<file path="src/rtl/led_pkg.sv">
// Shared mode encodings and default step period for the LED pattern generator.
package led_pkg;

  typedef logic [1:0] led_mode_t;

  localparam led_mode_t LED_MODE_ROR      = 2'd0;
  localparam led_mode_t LED_MODE_ROL      = 2'd1;
  localparam led_mode_t LED_MODE_PINGPONG = 2'd2;
  localparam led_mode_t LED_MODE_BLINK    = 2'd3;

  // One step per second from a 50 MHz board clock.
  localparam int LED_STEP_CYCLES = 50_000_000;

endpackage

</file>
<file path="src/rtl/led_flow_ctrl_if.sv">
// Control/status bundle between the LED pattern generator and its driver.
// The master drives mode/pause and observes the active-low LED word and step pulse.
interface led_flow_ctrl_if #(
  parameter int LED_NUM = 4
);
  import led_pkg::*;

  led_mode_t          mode;
  logic               pause;
  logic [LED_NUM-1:0] led;
  logic               step;

  modport master (output mode, output pause, input led, input step);
  modport slave  (input mode, input pause, output led, output step);

endinterface

</file>
<file path="src/rtl/step_tick_gen.sv">
// Step divider: tick is high combinationally in the last enabled cycle of each period.
// en low freezes the count; clr forces the count back to zero and masks nothing else.
module step_tick_gen
  import led_pkg::*;
#(
  parameter int STEP_CYCLES = LED_STEP_CYCLES
) (
  input  logic clk,
  input  logic rst_n,
  input  logic en,
  input  logic clr,
  output logic tick
);

  localparam int             CW   = $clog2(STEP_CYCLES);
  localparam logic [CW-1:0]  TERM = CW'(STEP_CYCLES - 1);

  logic [CW-1:0] cnt;

  assign tick = en && (cnt == TERM);

  always_ff @(posedge clk or negedge rst_n) begin
    if (!rst_n) begin
      cnt <= '0;
    end else if (clr || tick) begin
      cnt <= '0;
    end else if (en) begin
      cnt <= cnt + CW'(1);
    end
  end

endmodule

</file>
<file path="src/rtl/led_flow_ctrl.sv">
// Active-low LED pattern generator (rotate right/left, ping-pong, blink); led/step registered, 1-cycle latency.
// pause freezes both the divider and the pattern; a mode change restarts the pattern without a step pulse.
module led_flow_ctrl
  import led_pkg::*;
#(
  parameter int LED_NUM     = 4,
  parameter int STEP_CYCLES = LED_STEP_CYCLES
) (
  input  logic                     clk,
  input  logic                     rst_n,
  led_flow_ctrl_if.slave           bus
);

  localparam int                  PW      = $clog2(LED_NUM);
  localparam logic [PW-1:0]       POS_MAX = PW'(LED_NUM - 1);
  localparam logic [LED_NUM-1:0]  LED_RST = {1'b0, {(LED_NUM-1){1'b1}}};

  logic [PW-1:0]      pos_q, pos_d;
  logic               dir_q, dir_d;
  logic               ph_q, ph_d;
  led_mode_t          mode_q;
  logic [LED_NUM-1:0] led_q, led_d;
  logic               step_q;
  logic               restart;
  logic               tick;
  logic               adv;

  assign restart = (bus.mode != mode_q);
  assign adv     = tick && !restart;

  step_tick_gen #(
    .STEP_CYCLES (STEP_CYCLES)
  ) u_tick (
    .clk   (clk),
    .rst_n (rst_n),
    .en    (!bus.pause),
    .clr   (restart),
    .tick  (tick)
  );

  always_ff @(posedge clk or negedge rst_n) begin
    if (!rst_n) begin
      pos_q  <= POS_MAX;
      dir_q  <= 1'b0;
      ph_q   <= 1'b0;
      mode_q <= LED_MODE_ROR;
      led_q  <= LED_RST;
      step_q <= 1'b0;
    end else begin
      pos_q  <= pos_d;
      dir_q  <= dir_d;
      ph_q   <= ph_d;
      mode_q <= bus.mode;
      led_q  <= led_d;
      step_q <= adv;
    end
  end

  // Restart takes priority over an advance landing in the same cycle.
  always_comb begin
    pos_d = pos_q;
    dir_d = dir_q;
    ph_d  = ph_q;
    if (restart) begin
      case (bus.mode)
        LED_MODE_ROR: pos_d = POS_MAX;
        LED_MODE_ROL: pos_d = '0;
        LED_MODE_PINGPONG: begin
          pos_d = POS_MAX;
          dir_d = 1'b0;
        end
        default: ph_d = 1'b0;
      endcase
    end else if (adv) begin
      case (bus.mode)
        LED_MODE_ROR: pos_d = (pos_q == '0) ? POS_MAX : pos_q - PW'(1);
        LED_MODE_ROL: pos_d = (pos_q == POS_MAX) ? '0 : pos_q + PW'(1);
        LED_MODE_PINGPONG: begin
          // Flip on arrival so the end LED is shown for exactly one step.
          if (dir_q) begin
            pos_d = pos_q + PW'(1);
            if (pos_d == POS_MAX) dir_d = 1'b0;
          end else begin
            pos_d = pos_q - PW'(1);
            if (pos_d == '0) dir_d = 1'b1;
          end
        end
        default: ph_d = ~ph_q;
      endcase
    end
  end

  // Decode from next state so led lines up with step in the same cycle.
  always_comb begin
    led_d = '1;
    if (bus.mode == LED_MODE_BLINK) begin
      led_d = {LED_NUM{ph_d}};
    end else begin
      led_d[pos_d] = 1'b0;
    end
  end

  assign bus.led  = led_q;
  assign bus.step = step_q;

endmodule

</file>
<file path="src/flat_wrapper.sv">
// flat-port wrapper written by rule: the top's interface ports become plain ports
module led_flow_ctrl_flat import led_pkg::*;
#(
  parameter int LED_NUM     = 4,
  parameter int STEP_CYCLES = LED_STEP_CYCLES
)
  (clk, rst_n, bus_mode, bus_pause, bus_led, bus_step);
  led_flow_ctrl_if #(.LED_NUM(LED_NUM)) bus_i ();
  input  logic clk;
  input  logic rst_n;
  input wire logic [$bits(bus_i.mode)-1:0] bus_mode;
  input wire logic [$bits(bus_i.pause)-1:0] bus_pause;
  output wire logic [$bits(bus_i.led)-1:0] bus_led;
  output wire logic [$bits(bus_i.step)-1:0] bus_step;
  assign bus_i.mode = bus_mode;
  assign bus_i.pause = bus_pause;
  assign bus_led = bus_i.led;
  assign bus_step = bus_i.step;
  led_flow_ctrl #(.LED_NUM(LED_NUM), .STEP_CYCLES(STEP_CYCLES)) u_core (.clk(clk), .rst_n(rst_n), .bus(bus_i));
endmodule
</file>
<file path="config.mk">
export PLATFORM = sky130hd
export DESIGN_NAME = led_flow_ctrl_flat
export DESIGN_NICKNAME = d
export VERILOG_FILES = /design/src/rtl/led_pkg.sv /design/src/rtl/led_flow_ctrl_if.sv /design/src/rtl/step_tick_gen.sv /design/src/rtl/led_flow_ctrl.sv /design/src/flat_wrapper.sv
export SDC_FILE = /design/constraint.sdc
export NUM_CORES = 1
export LEC_CHECK = 0
export BUFFER_PORTS_ARGS = -buffer_cell sky130_fd_sc_hd__buf_4
export CORE_MARGIN = 5
export CORE_UTILIZATION = 60
export DETAILED_ROUTE_END_ITERATION = 8
export MAX_ROUTING_LAYER = met4
export PLACE_DENSITY = 0.75
export SLEW_MARGIN = 25
export SYNTH_ARGS = -nofsm -noshare
export SYNTH_HDL_FRONTEND = slang
export SYNTH_SLANG_ARGS = --single-unit
</file>
<file path="constraint.sdc">
create_clock -name clk -period 2.6 [get_ports clk]
set_input_delay 0.26 -clock clk [delete_from_list [all_inputs] [get_ports clk]]
set_output_delay 0.26 -clock clk [all_outputs]
set_load 0.01 [all_outputs]
</file>
; ---- Word-level counts from Yosys, hierarchy flattened
; Index checks and enable logic that the tools add are counted.
[op_classes]
add_sub_neg = 3
n_lt_le_gt_ge = 2
eq_ne = 10
muxes = 23
n_bitwise = 2
n_reduce_logical = 13
[ops]
columns = operator, n
row1 = 26-bit two-way mux, 2
row2 = "26-bit by 1-bit adder with 26-bit output, second input constant", 1
row3 = "26-bit equality test, second input constant", 1
row4 = 1-bit two-way mux, 12
row5 = 2-bit two-way mux, 5
row6 = "2-bit equality test, second input constant", 4
row7 = 2-bit zero test, 3
row8 = 2-bit one-hot mux with 3 select lines, 1
row9 = 4-bit two-way mux, 1
row10 = "2-bit != test, second input constant", 2
row11 = 4-bit inverter, 1
row12 = 2-bit one-hot mux with 2 select lines, 1
row13 = 1-bit logical AND, 3
row14 = "2-bit by 3-bit less-than comparator with 1-bit output, second input constant", 1
row15 = 3-bit AND reduction, 1
row16 = 3-bit OR reduction, 1
row17 = "2-bit by 1-bit adder with 2-bit output, second input constant", 1
row18 = 1-bit demux with 2-bit select, 1
row19 = "2-bit by 1-bit equality test with 1-bit output, second input constant", 1
row20 = "2-bit by 1-bit >= comparator with 1-bit output, second input constant", 1
row21 = 1-bit zero test, 2
row22 = "2-bit by 1-bit != test with 1-bit output, second input constant", 1
row23 = 2-bit != test, 1
row24 = 2-bit nonzero test, 1
row25 = 4 further kinds, 4
[totals]
register_bits = 37
in_bits = 5
elab_cells = 60

; ---- Depth between registers and ports, before layout
; Gate-level depths: netlist of the first run.
[logic_depth]
word_depth = 11
mapped_depth = 9

; ---- Cells and area by module
; From an unflattened synthesis of the first run, not the netlist that was laid out.
[unflattened]
hier_cells = 217
hier_area_um2 = 2078.2
[modules_own_cells]
columns = mod, instances, cells_per_inst, area_per_inst_um2, seq_area_each_um2
row1 = step_tick_gen, 1, 149, 1416.4, 650.6
row2 = led_flow_ctrl, 1, 68, 661.9, 281.5

; ---- Worst setup path before layout of the first run
; Ideal clock, no wire load.
[synth_path]
kind = register to register
from = register u_core.pos_q[0]
to = register u_core.led_q[1] (netlist: u_core.bus.led[1])
setup_ns = 0.083
t_arrival_ns = 1.756
path_slack_ns = 0.762
path_stages_with_launch = 9
n_path_buf = 0
path_cell_list = dfstp_2 -> inv_1 -> ha_1 -> and3_1 -> nor3_1 -> a21oi_1 -> a21oi_1 -> and3b_1 -> o21ai_1
[synth_via]
elab_chain_len = 11
[synth_rtl]
columns = element, line_no
row1 = start: declaration, led_flow_ctrl.sv:18  ; logic [PW-1:0] pos_q, pos_d;
row2 = start signal: assignment, led_flow_ctrl.sv:50  ; pos_q <= pos_d;
row3 = "2-bit by 1-bit subtractor with 2-bit output, or another cell as far along", "led_flow_ctrl.sv:76, led_flow_ctrl.sv:84"
row4 = "2-bit two-way mux, on equally long branches", "led_flow_ctrl.sv:80, led_flow_ctrl.sv:76, led_flow_ctrl.sv:77"
row5 = 2-bit one-hot mux with 3 select lines, led_flow_ctrl.sv:75  ; case (bus.mode)
row6 = 2-bit two-way mux, led_flow_ctrl.sv:74  ; end else if (adv) begin
row7 = 2-bit two-way mux *, led_flow_ctrl.sv:64  ; if (restart) begin
row8 = 2-bit by 3-bit less-than comparator with 1-bit output (implied by the code) or 2-bit by 1-bit >= comparator with 1-bit output (tied branches), led_flow_ctrl.sv:99  ; led_d[pos_d] = 1'b0;
row9 = 1-bit logical AND (implied by the code), led_flow_ctrl.sv:99
row10 = 1-bit two-way mux (implied by the code), led_flow_ctrl.sv:99
row11 = 1-bit demux with 2-bit select *, n/a
row12 = 4-bit inverter (no line) *, n/a
row13 = 4-bit two-way mux *, led_flow_ctrl.sv:96  ; if (bus.mode == LED_MODE_BLINK) begin
row14 = net u_core.led_d[1], led_flow_ctrl.sv:22  ; logic [LED_NUM-1:0] led_q, led_d;
row15 = end signal: assignment, led_flow_ctrl.sv:54  ; led_q <= led_d;
row16 = end: declaration, led_flow_ctrl.sv:22
; Mark *: on every way through the listed nets, which the timed path passes. The rest lies on a longest branch.
; A chain may end at the register's enable or synchronous reset.

; ---- Worst setup path in the final report of the first run
; Ends and elaborated chain as after synthesis.

==> results of run 1 <==
metrics by stage:
stage,util,setup WS [ps],cells
finish,0.668,492,273
global route,0.668,350,273
CTS,0.668,516,273
detailed placement,0.653,522,266
global placement,0.653,630,266
floorplan,-,762,216
state kept, by name, indices dropped and copies added, names as in the netlist:
| name | count |
|---|---|
| u_core.bus.led | 4 |
| u_core.pos_q | 2 |
| u_core.bus.step | 1 |
| u_core.mode_q | 2 |
| u_core.dir_q | 1 |
| u_core.ph_q | 1 |
| u_core.u_tick.cnt | 26 |
final timing paths:
path / to / slack, ps / depth (start not counted)
min in group asynchronous: u_core.u_tick.cnt[4]$_DFFE_PN0P_ / 400 / 2
hold / removal: u_core.mode_q[1]$_DFF_PN0_ / 130 / 1
setup / recovery: u_core.bus.led[1]$_DFF_PN1_ / 490 / 8
max in group asynchronous: u_core.pos_q[1]$_DFF_PN1_ / 1820 / 2
setup reg to reg: u_core.bus.led[1]$_DFF_PN1_ / 490 / 8
hold reg to reg: u_core.dir_q$_DFFE_PN0P_ / 510 / 1
cells in the mapped netlist (2+ instances only):
cell type | count | area, um^2
a21o_1 | 2 | 15.0
a21oi_1 | 16 | 80.1
a311oi_4 | 2 | 52.6
and2_1 | 2 | 12.5
and3_1 | 6 | 37.5
and4_1 | 2 | 17.5
buf_2 | 4 | 20.0
dfrtp_1 | 32 | 801
dfstp_2 | 5 | 131
ha_1 | 6 | 75.1
inv_1 | 10 | 37.5
nand2_1 | 20 | 75.1
nand2b_1 | 2 | 12.5
nand3_1 | 5 | 25.0
nand4_1 | 4 | 25.0
nand4_2 | 2 | 25.0
nor2_1 | 24 | 90.1
nor2b_1 | 3 | 18.8
nor3_1 | 5 | 25.0
o21ai_0 | 9 | 45.0
o21ai_1 | 5 | 25.0
or3_1 | 8 | 50.1
xnor2_1 | 10 | 87.6
xor2_1 | 7 | 61.3
layout make-up:
type	count	share of cell area
Multi-Input combinational cell	162	0.484
Sequential cell	37	0.415
Timing Repair Buffer	11	0.0379
Tap cell	46	0.0256
Inverter	11	0.0184
Clock buffer	5	0.0167
Clock inverter	1	0.00223
per-layer routing:
layer | wire (um) | share of wire
met5 | 0 | 0
met4 | 60 | 0.015
met3 | 186 | 0.047
met2 | 1970 | 0.49
met1 | 1770 | 0.44
where the power goes:
group	leakage (nW)	switching (mW)	internal (mW)
sequential	0.492	0.0134	0.603
clock	0.0269	0.169	0.0938
combinational	0.407	0.0947	0.0586
logic make-up after synthesis:
kind of cell | after synthesis | share of synthesized area
mux | 1 | 0.00476
compound gates | 40 | 0.127
flops | 37 | 0.444
buf+inv | 17 | 0.0381
fa+ha+maj | 6 | 0.0357
xor+xnor | 19 | 0.0917
simple gates | 96 | 0.259
critical path, stage by stage, from the launching register on:
cell and delay [ps]:
dfstp_2 590, inv_1 90, ha_1 340, and3_1 190, nor3_1 160, a21oi_1 70, a21oi_1 330, and3b_1 220
o21ai_1 60
==> flow_summary.json, run 1 <==
{
  "status": "completed",
  "core-area_um2": 3360,
  "cts_sinks": 37,
  "synthArstFlopShare": 1.00,
  "slew_headroom": 0.690,
  "cp-end-kind": "register",
  "path_class": "reg -> reg",
  "drt_first_pass_iters": 4,
  "drtIter0Drc": 95,
  "fin_crit_sh": 0.811,
  "drt-total-wl_um": 3990,
  "worstSetupStartpoint": "u_core.pos_q[0]$_DFF_PN1_",
  "rsz0062_at_grt": "false",
  "hp-start": "bus_mode[1]",
  "cts_resized": 0,
  "drive_gt1_frac": 0.150,
  "slew_viol_final": 0,
  "remaining_drc_errors": 0,
  "die_x_um": 69.2,
  "power_mw": 1.03,
  "crit_required_ps": 2850,
  "start_util": 0.625,
  "io_buffers": 9,
  "seq_area_frac_synth": 0.444,
  "cp-start-kind": "register",
  "placed_area_um2": 2190,
  "fin_hold_ws_ps": 133,
  "mappedNetlistNets": 227,
  "grt_pass1_wl_um": 6900,
  "arrival_ps": 2360,
  "clk_pin_slew_ps": 100,
  "wl_per_cell_um": 14.6,
  "vias": 1553,
  "grtUsageMet1": 0.211,
  "final_cell_mix": "32 x dfrtp_1, 24 x nor2_1, 20 x nand2_1",
  "cap_violations": 0,
  "finalSetupViolations": 0,
  "postCtsSetupBuffers": 0,
  "fin_crit_ps": 2110,
  "crit_path_max_fanout": 6,
  "syn_avg_cell_area_um2": 9.73,
  "grt.busiest_layer": "met2",
  "clk_path_buf_depth": 2,
  "overflow": 0,
  "rows": 21,
  "synth_top_flop_cell": "dfrtp_1",
  "place_hpwl_um": 2960,
  "num-fill-cells": 304,
  "worst_pin_slew_ps": 465,
  "hp-class": "in -> reg",
  "ys_ff_latch": 37,
  "worst_clock_skew_ps": 14.2,
  "area_delta_synth_final_pct": 6.97,
  "grt_max_degree": 38,
  "p_leak_nw": 0.926,
  "h-tree-depth": 2,
  "multi_input_area_um2": 1090,
  "cts_inserted_buffers": 5,
  "power_density_nw_per_um2": 459,
  "via_per_inst": 5.69,
  "die_y_um": 69.2,
  "die_area_um2": 4780,
  "ios": 10,
  "ys_warn_count": 0,
  "n_antenna_cell": 0,
  "clkLatencyLatePin_ps": 340,
  "rr_startpoint": "u_core.pos_q[0]$_DFF_PN1_",
  "final-hold-violation-count": 0,
  "fin_nets": 239,
  "antenna_found_initial": 0,
  "fin_tns_setup_ps": 0,
  "ys_types": 49,
  "final_common_cell": "dfrtp_1",
  "globalRouteTotalUtil": 0.183,
  "synth_edf_count": 0,
  "max_freq_mhz": 474,
  "vdd_drop_max_mv": 0.280,
  "drtAntennaViolNets": 0,
  "hold_buffers": 1,
  "place_congestion": 0.927,
  "syn_inst": 216,
  "regArea_um2": 932,
  "use_met2": 0.305,
  "grt_util_met3": 0.0580,
  "first_global_vias": 1539,
  "syn_area_um2": 2100,
  "cts_tree": "yes",
  "cts_root_buffer": "clkbuf_4",
  "design_area_um2": 2250
}
Note: power is estimated with default switching activity, not from simulation.
==> inputs of run 2 (changes only) <==
Clock period 2.6 ns to 2.15 ns, I/O delays scaled along.
==> run 2 against run 1 <==
Final cell count up 1.5%. Via count up 1.7%. Maximum frequency up 5.1%. Sequential power up 21%. Sequential cell count unchanged. Global-route usage up 0.49 points. Total power up 26%. Clock skew down 3.3 ps. Count of clock-buffer cells in the layout up 2.
==> flow_summary.json, run 2 (synthesized netlist as in run 1, its figures left out) <==
{
  "crit_required_ps": 2400,
  "grt_max_degree": 38,
  "fin_hold_ws_ps": 81.2,
  "max_freq_mhz": 499,
  "worstSetupStartpoint": "u_core.pos_q[0]$_DFF_PN1_",
  "fin_crit_sh": 0.933,
  "drive_gt1_frac": 0.165,
  "grt_pass1_wl_um": 7070,
  "regMostFlops": "u_core.u_tick.cnt",
  "cap_violations": 0,
  "worst_clock_skew_ps": 10.9,
  "rr_startpoint": "u_core.pos_q[0]$_DFF_PN1_",
  "core-area_um2": 3360,
  "finalSetupViolations": 0,
  "clk_path_buf_depth": 2,
  "p_leak_nw": 0.946,
  "cts_root_buffer": "clkbuf_4",
  "cts_tree": "yes",
  "postCtsSetupBuffers": 0,
  "first_global_vias": 1586,
  "vdd_drop_max_mv": 0.446,
  "design_area_um2": 2290,
  "place_hpwl_um": 3080,
  "cts_sinks": 37,
  "overflow": 0,
  "globalRouteTotalUtil": 0.188,
  "crit_path_max_fanout": 6,
  "path_class": "reg -> reg",
  "status": "completed",
  "ios": 10,
  "power_density_nw_per_um2": 568,
  "final_cell_mix": "32 x dfrtp_1, 24 x nor2_1, 20 x nand2_1",
  "slew_headroom": 0.686,
  "drtIter0Drc": 56,
  "rows": 21,
  "rsz0062_at_grt": "false",
  "final_common_cell": "dfrtp_1",
  "fin_nets": 242,
  "clkLatencyLatePin_ps": 330,
  "wl_per_cell_um": 14.8,
  "worst_pin_slew_ps": 471,
  "final_core_util": 0.680,
  "hp-start": "bus_mode[1]",
  "vias": 1580,
  "slew_viol_final": 0,
  "cp-end-kind": "register",
  "via_per_inst": 5.70,
  "area_delta_synth_final_pct": 8.81,
  "clk_pin_slew_ps": 110,
  "drtAntennaViolNets": 0,
  "hp-class": "in -> reg",
  "drt_first_pass_iters": 4,
  "io_buffers": 9,
  "place_ws_ps": 83.0,
  "placed_area_um2": 2220,
  "drt-total-wl_um": 4090,
  "antenna_found_initial": 0,
  "final-hold-violation-count": 0,
  "largest_register_ffs": 26,
  "cp-start-kind": "register",
  "remaining_drc_errors": 0,
  "die_x_um": 69.2,
  "h-tree-depth": 2,
  "die_area_um2": 4780,
  "start_util": 0.625,
  "n_antenna_cell": 0,
  "arrival_ps": 2260,
  "fin_tns_setup_ps": 0,
  "place_congestion": 0.946,
  "fin_ws_ps": 144,
  "fin_crit_ps": 2010,
  "die_y_um": 69.2,
  "cts_inserted_buffers": 5
}
[run 2: cell types whose count changed in the layout (fill, tap and decap cells not counted)]
| cell | previous run | this run |
|---|---|---|
| a21oi_1 | 16 | 15 |
| a21oi_2 | 0 | 1 |
| buf_4 | 10 | 13 |
| clkbuf_1 | 0 | 1 |
| clkbuf_8 | 0 | 1 |
| clkinv_2 | 1 | 0 |
[run 2: what timing repair did]
action,4_1_cts,5_1_grt
endpoints found under the setup margin,0,4
hold buffers,1,0
hold endpoints to repair,32,0
gates resized for setup,0,1
[run 2: critical path, cell delays in order, from the launching register on]
cell     delay, ps
dfstp_2        590
inv_1          100
ha_1           340
and3_1         190
nor3_1         160
a21oi_1         80
a21oi_2        230
and3b_1        180
o21ai_1         60
[run 2: path summary, 6_finish.rpt]
| kind | slack (ps) | endpoint | cells after the start |
|---|---|---|---|
| worst min register to register | 510 | u_core.dir_q$_DFFE_PN0P_ | 1 |
| worst max register to register | 140 | u_core.bus.led[1]$_DFF_PN1_ | 8 |
| min in group asynchronous | 370 | u_core.u_tick.cnt[7]$_DFFE_PN0P_ | 2 |
| worst max-delay path | 140 | u_core.bus.led[1]$_DFF_PN1_ | 8 |
| max in group asynchronous | 1420 | u_core.pos_q[1]$_DFF_PN1_ | 2 |
| worst min-delay path | 80 | u_core.mode_q[1]$_DFF_PN0_ | 1 |
[run 2: metal layers]
layer | part of all wire | global-route usage
met1 | 0.46 | 0.225
met2 | 0.50 | 0.307
met3 | 0.033 | 0.0551
met4 | 0.016 | 0.0586
met5 | 0 | -
[run 2: cell type report]
type	count	area (um^2)
Clock buffer	7	55.1
Multi-Input combinational cell	162	1090
Fill cell	277	1080
Tap cell	46	57.6
Inverter	11	41.3
Timing Repair Buffer	14	108
Sequential cell	37	932
[run 2: report_power, final]
part,internal [mW],switching (mW),leakage (nW)
Combinational,0.0738,0.115,0.422
Sequential,0.729,0.0176,0.492
Clock,0.154,0.210,0.0314
Total,0.957,0.342,0.946
[run 2: through the flow]
step	cells	power [mW]
floorplan	216	0.874
global placement	269	0.936
detailed placement	269	0.946
CTS	277	1.31
global route	277	1.37
finish	277	1.30
==> inputs of run 3 (changes only) <==
Settings changed: CORE_UTILIZATION 60 to 35, PLACE_DENSITY 0.75 to 0.47, SYNTH_HIERARCHICAL from default to 1.
==> run 3 against run 2 <==
The run now ends with negative setup slack left. Sequential cell count is the same. Critical endpoint is now u_core/bus.led[0]$_DFF_PN1_. Count of clock-buffer cells in the layout fell by 1. Final area rose by 14%. Routed wire length grew 13%. Critical path type unchanged. Highest routed layer unchanged. Total power grew 7.0%. Worst setup slack got worse by 300 ps. Final cell count rose by 20%. Register-to-register slack worse by 300 ps. Synthesized cell count is 0.46% higher.
==> flow_summary.json, run 3 <==
{
  "final_common_cell": "buf_4",
  "clk_path_buf_depth": 2,
  "p_clk_frac": 0.344,
  "design_area_um2": 2600,
  "failed_checks": "negative setup slack",
  "cts_tree": "yes",
  "n_antenna_cell": 0,
  "cts_root_buffer": "clkbuf_8",
  "core-area_um2": 5850,
  "grt.busiest_layer": "met2",
  "first_global_vias": 1663,
  "io_buffers": 9,
  "antenna_found_initial": 0,
  "p_comb_frac": 0.124,
  "synthArstFlopShare": 1.00,
  "die_x_um": 87.1,
  "final-hold-violation-count": 0,
  "status": "complete, but fails checks",
  "drtIter0Drc": 100,
  "ios": 10,
  "ys_ff_latch": 37,
  "seq_area_frac_synth": 0.449,
  "globalRouteTotalUtil": 0.138,
  "multi_input_area_um2": 1100,
  "final_cell_mix": "41 x buf_4, 32 x dfrtp_1, 17 x nor2_1",
  "synth_top_cell_by_area": "dfrtp_1",
  "cts_sinks": 37,
  "regMostFlops": "u_core/u_tick/cnt",
  "internal_power_mw": 1.02,
  "drtAntennaViolNets": 0,
  "synth_top_flop_cell": "dfrtp_1",
  "syn_avg_cell_area_um2": 9.58,
  "rows": 28,
  "yosysMostFrequentCell": "dfrtp_1",
  "placed_area_um2": 2410,
  "wl_per_cell_um": 14.0,
  "grt_max_degree": 38,
  "finalSetupViolations": 6,
  "syn_inst": 217,
  "dp.cells": 320,
  "max_freq_mhz": 434,
  "regArea_um2": 932,
  "die_y_um": 87.1,
  "largest_register_ffs": 26,
  "num-fill-cells": 578,
  "grtUsageMet1": 0.191,
  "area_delta_synth_final_pct": 25.1,
  "p_leak_nw": 1.09,
  "arrival_ps": 2510,
  "p_seq_frac": 0.532,
  "slew_viol_final": 0,
  "switching_share": 0.263,
  "cap_violations": 0,
  "mappedNetlistNets": 228,
  "clkLatencyLatePin_ps": 290,
  "start_util": 0.355,
  "vias": 1706,
  "clk_pin_slew_ps": 80,
  "cp-end-kind": "register",
  "fin_crit_sh": 1.07,
  "h-tree-depth": 2,
  "power_mw": 1.39,
  "yosys-top-cells-area": "dfrtp_1 39%, dfstp_2 6.3%, ha_1 3.6%, xnor2_1 3.4%, nor2_1 3.1%",
  "fin_crit_ps": 2300,
  "path_class": "reg -> reg",
  "grt_util_met3": 0.0331,
  "p_switching_uw": 366,
  "place_hpwl_um": 3250,
  "crit_path_max_fanout": 8,
  "worst_pin_slew_ps": 483,
  "fin_cells": 332,
  "synth_edf_count": 0,
  "remaining_drc_errors": 0,
  "place_congestion": 0.766,
  "drive_gt1_frac": 0.335,
  "synth.top_cells.by_count": "32 x dfrtp_1, 17 x nor2_1, 14 x nand2_1, 13 x inv_1, 12 x a21oi_1",
  "slew_headroom": 0.678,
  "overflow": 0,
  "vdd_drop_max_mv": 0.385,
  "ys_types": 48,
  "drt-total-wl_um": 4630,
  "cp-start-kind": "register",
  "synth_top_area_frac": 0.385,
  "drt_first_pass_iters": 4,
  "ys_warn_count": 6,
  "via_per_inst": 5.14,
  "die_area_um2": 7580,
  "use_met2": 0.194,
  "rrSetupSlack_ps": -150,
  "grt_pass1_wl_um": 7930,
  "rsz0062_at_grt": "true",
  "power_density_nw_per_um2": 534,
  "crit_required_ps": 2350,
  "cts_inserted_buffers": 5,
  "fin_ws_ps": -155,
  "fin_nets": 267,
  "hp-class": "in -> reg",
  "syn_area_um2": 2080,
  "worst_clock_skew_ps": 8.84
}
## run 3: changes by cell type in the layout (fill, tap and decap cells not counted), moves of 4 or more
| cell | previous run | this run |
|---|---|---|
| or4_4 | 0 | 4 |
| clkbuf_8 | 1 | 5 |
| buf_4 | 13 | 41 |
| o21ai_1 | 5 | 0 |
| clkbuf_4 | 5 | 0 |
| nand4_1 | 4 | 10 |
| o31ai_1 | 1 | 5 |
| nor2_1 | 24 | 17 |
| and3_1 | 6 | 2 |
| nand2_1 | 20 | 13 |
| a21oi_1 | 15 | 11 |
## run 3: worst paths after layout
| kind | from | to | depth (start not counted) |
|---|---|---|---|
| max in group asynchronous | rst_n | u_core/pos_q[0]$_DFF_PN1_ | 2 |
| min in group asynchronous | rst_n | u_core/u_tick/cnt[21]$_DFFE_PN0P_ | 2 |
| worst max-delay path | u_core/u_tick/cnt[8]$_DFFE_PN0P_ | u_core/bus.led[0]$_DFF_PN1_ | 8 |
| worst min register to register | u_core/dir_q$_DFFE_PN0P_ | u_core/dir_q$_DFFE_PN0P_ | 1 |
| worst max register to register | u_core/u_tick/cnt[8]$_DFFE_PN0P_ | u_core/bus.led[0]$_DFF_PN1_ | 8 |
| worst min-delay path | bus_mode[0] | u_core/mode_q[0]$_DFF_PN0_ | 1 |
## run 3: power groups by stage
stage          combinational (mW)  clock (mW)  sequential [mW]
2_1_floorplan              0.0854           0            0.753
3_3_place_gp                0.154           0            0.751
3_5_place_dp                0.153           0            0.751
4_1_cts                     0.163       0.495            0.739
5_1_grt                     0.192       0.532            0.742
6_report                    0.173       0.478            0.739
## run 3: kinds of logic (layout without fill, tap and decap cells)
kind of cell / count (synthesis) / after routing / synth area share
simple gates: 86 / 86 / 0.244
flops: 37 / 37 / 0.449
compound gates: 46 / 46 / 0.146
mux: 1 / 1 / 0.00482
xor+xnor: 15 / 15 / 0.0668
fa+ha+maj: 6 / 6 / 0.0361
buf+inv: 26 / 66 / 0.0542
## run 3: routing by layer
layer  wire [um]  part of all wire
met1        2340              0.50
met2        2070              0.45
met3         154             0.033
met4          76             0.016
met5           0                 0
## run 3: critical path, cell delays in order, from the launching register on
cell and delay (ps):
dfrtp_1 390, or4_4 560, nor4_4 260, buf_6 170
inv_2 40, a32o_2 260, a211oi_4 300, buf_4 170
a31oi_1 70
## run 3: final cells by class
class,count,share of cell area
multi-input cells,154,0.423
flip-flops and latches,37,0.359
repair buffers,44,0.131
well taps,75,0.0361
clock buffers,6,0.0279
inverters,14,0.0202
clock inverters,2,0.00385
## run 3: through the flow
step           worst slack [ps]  hold WS (ps)  utilization  TNS [ps]
2_1_floorplan              13.1         -80.6            -         0
3_3_place_gp              -72.9           217        0.413      -228
3_5_place_dp               -122           215        0.413      -457
4_1_cts                   -33.8           101        0.435     -52.7
5_1_grt                    -183          98.9        0.444      -844
6_report                   -155           108        0.444      -657
## run 3: repair_timing
item / 4_1_cts / 5_1_grt
setup buffers: 2 / 1
hold buffers: 1 / 0
setup endpoints to repair: 5 / 8
endpoints found under the hold margin: 32 / 0
resized for setup: 6 / 10
pin swaps: 6 / 6
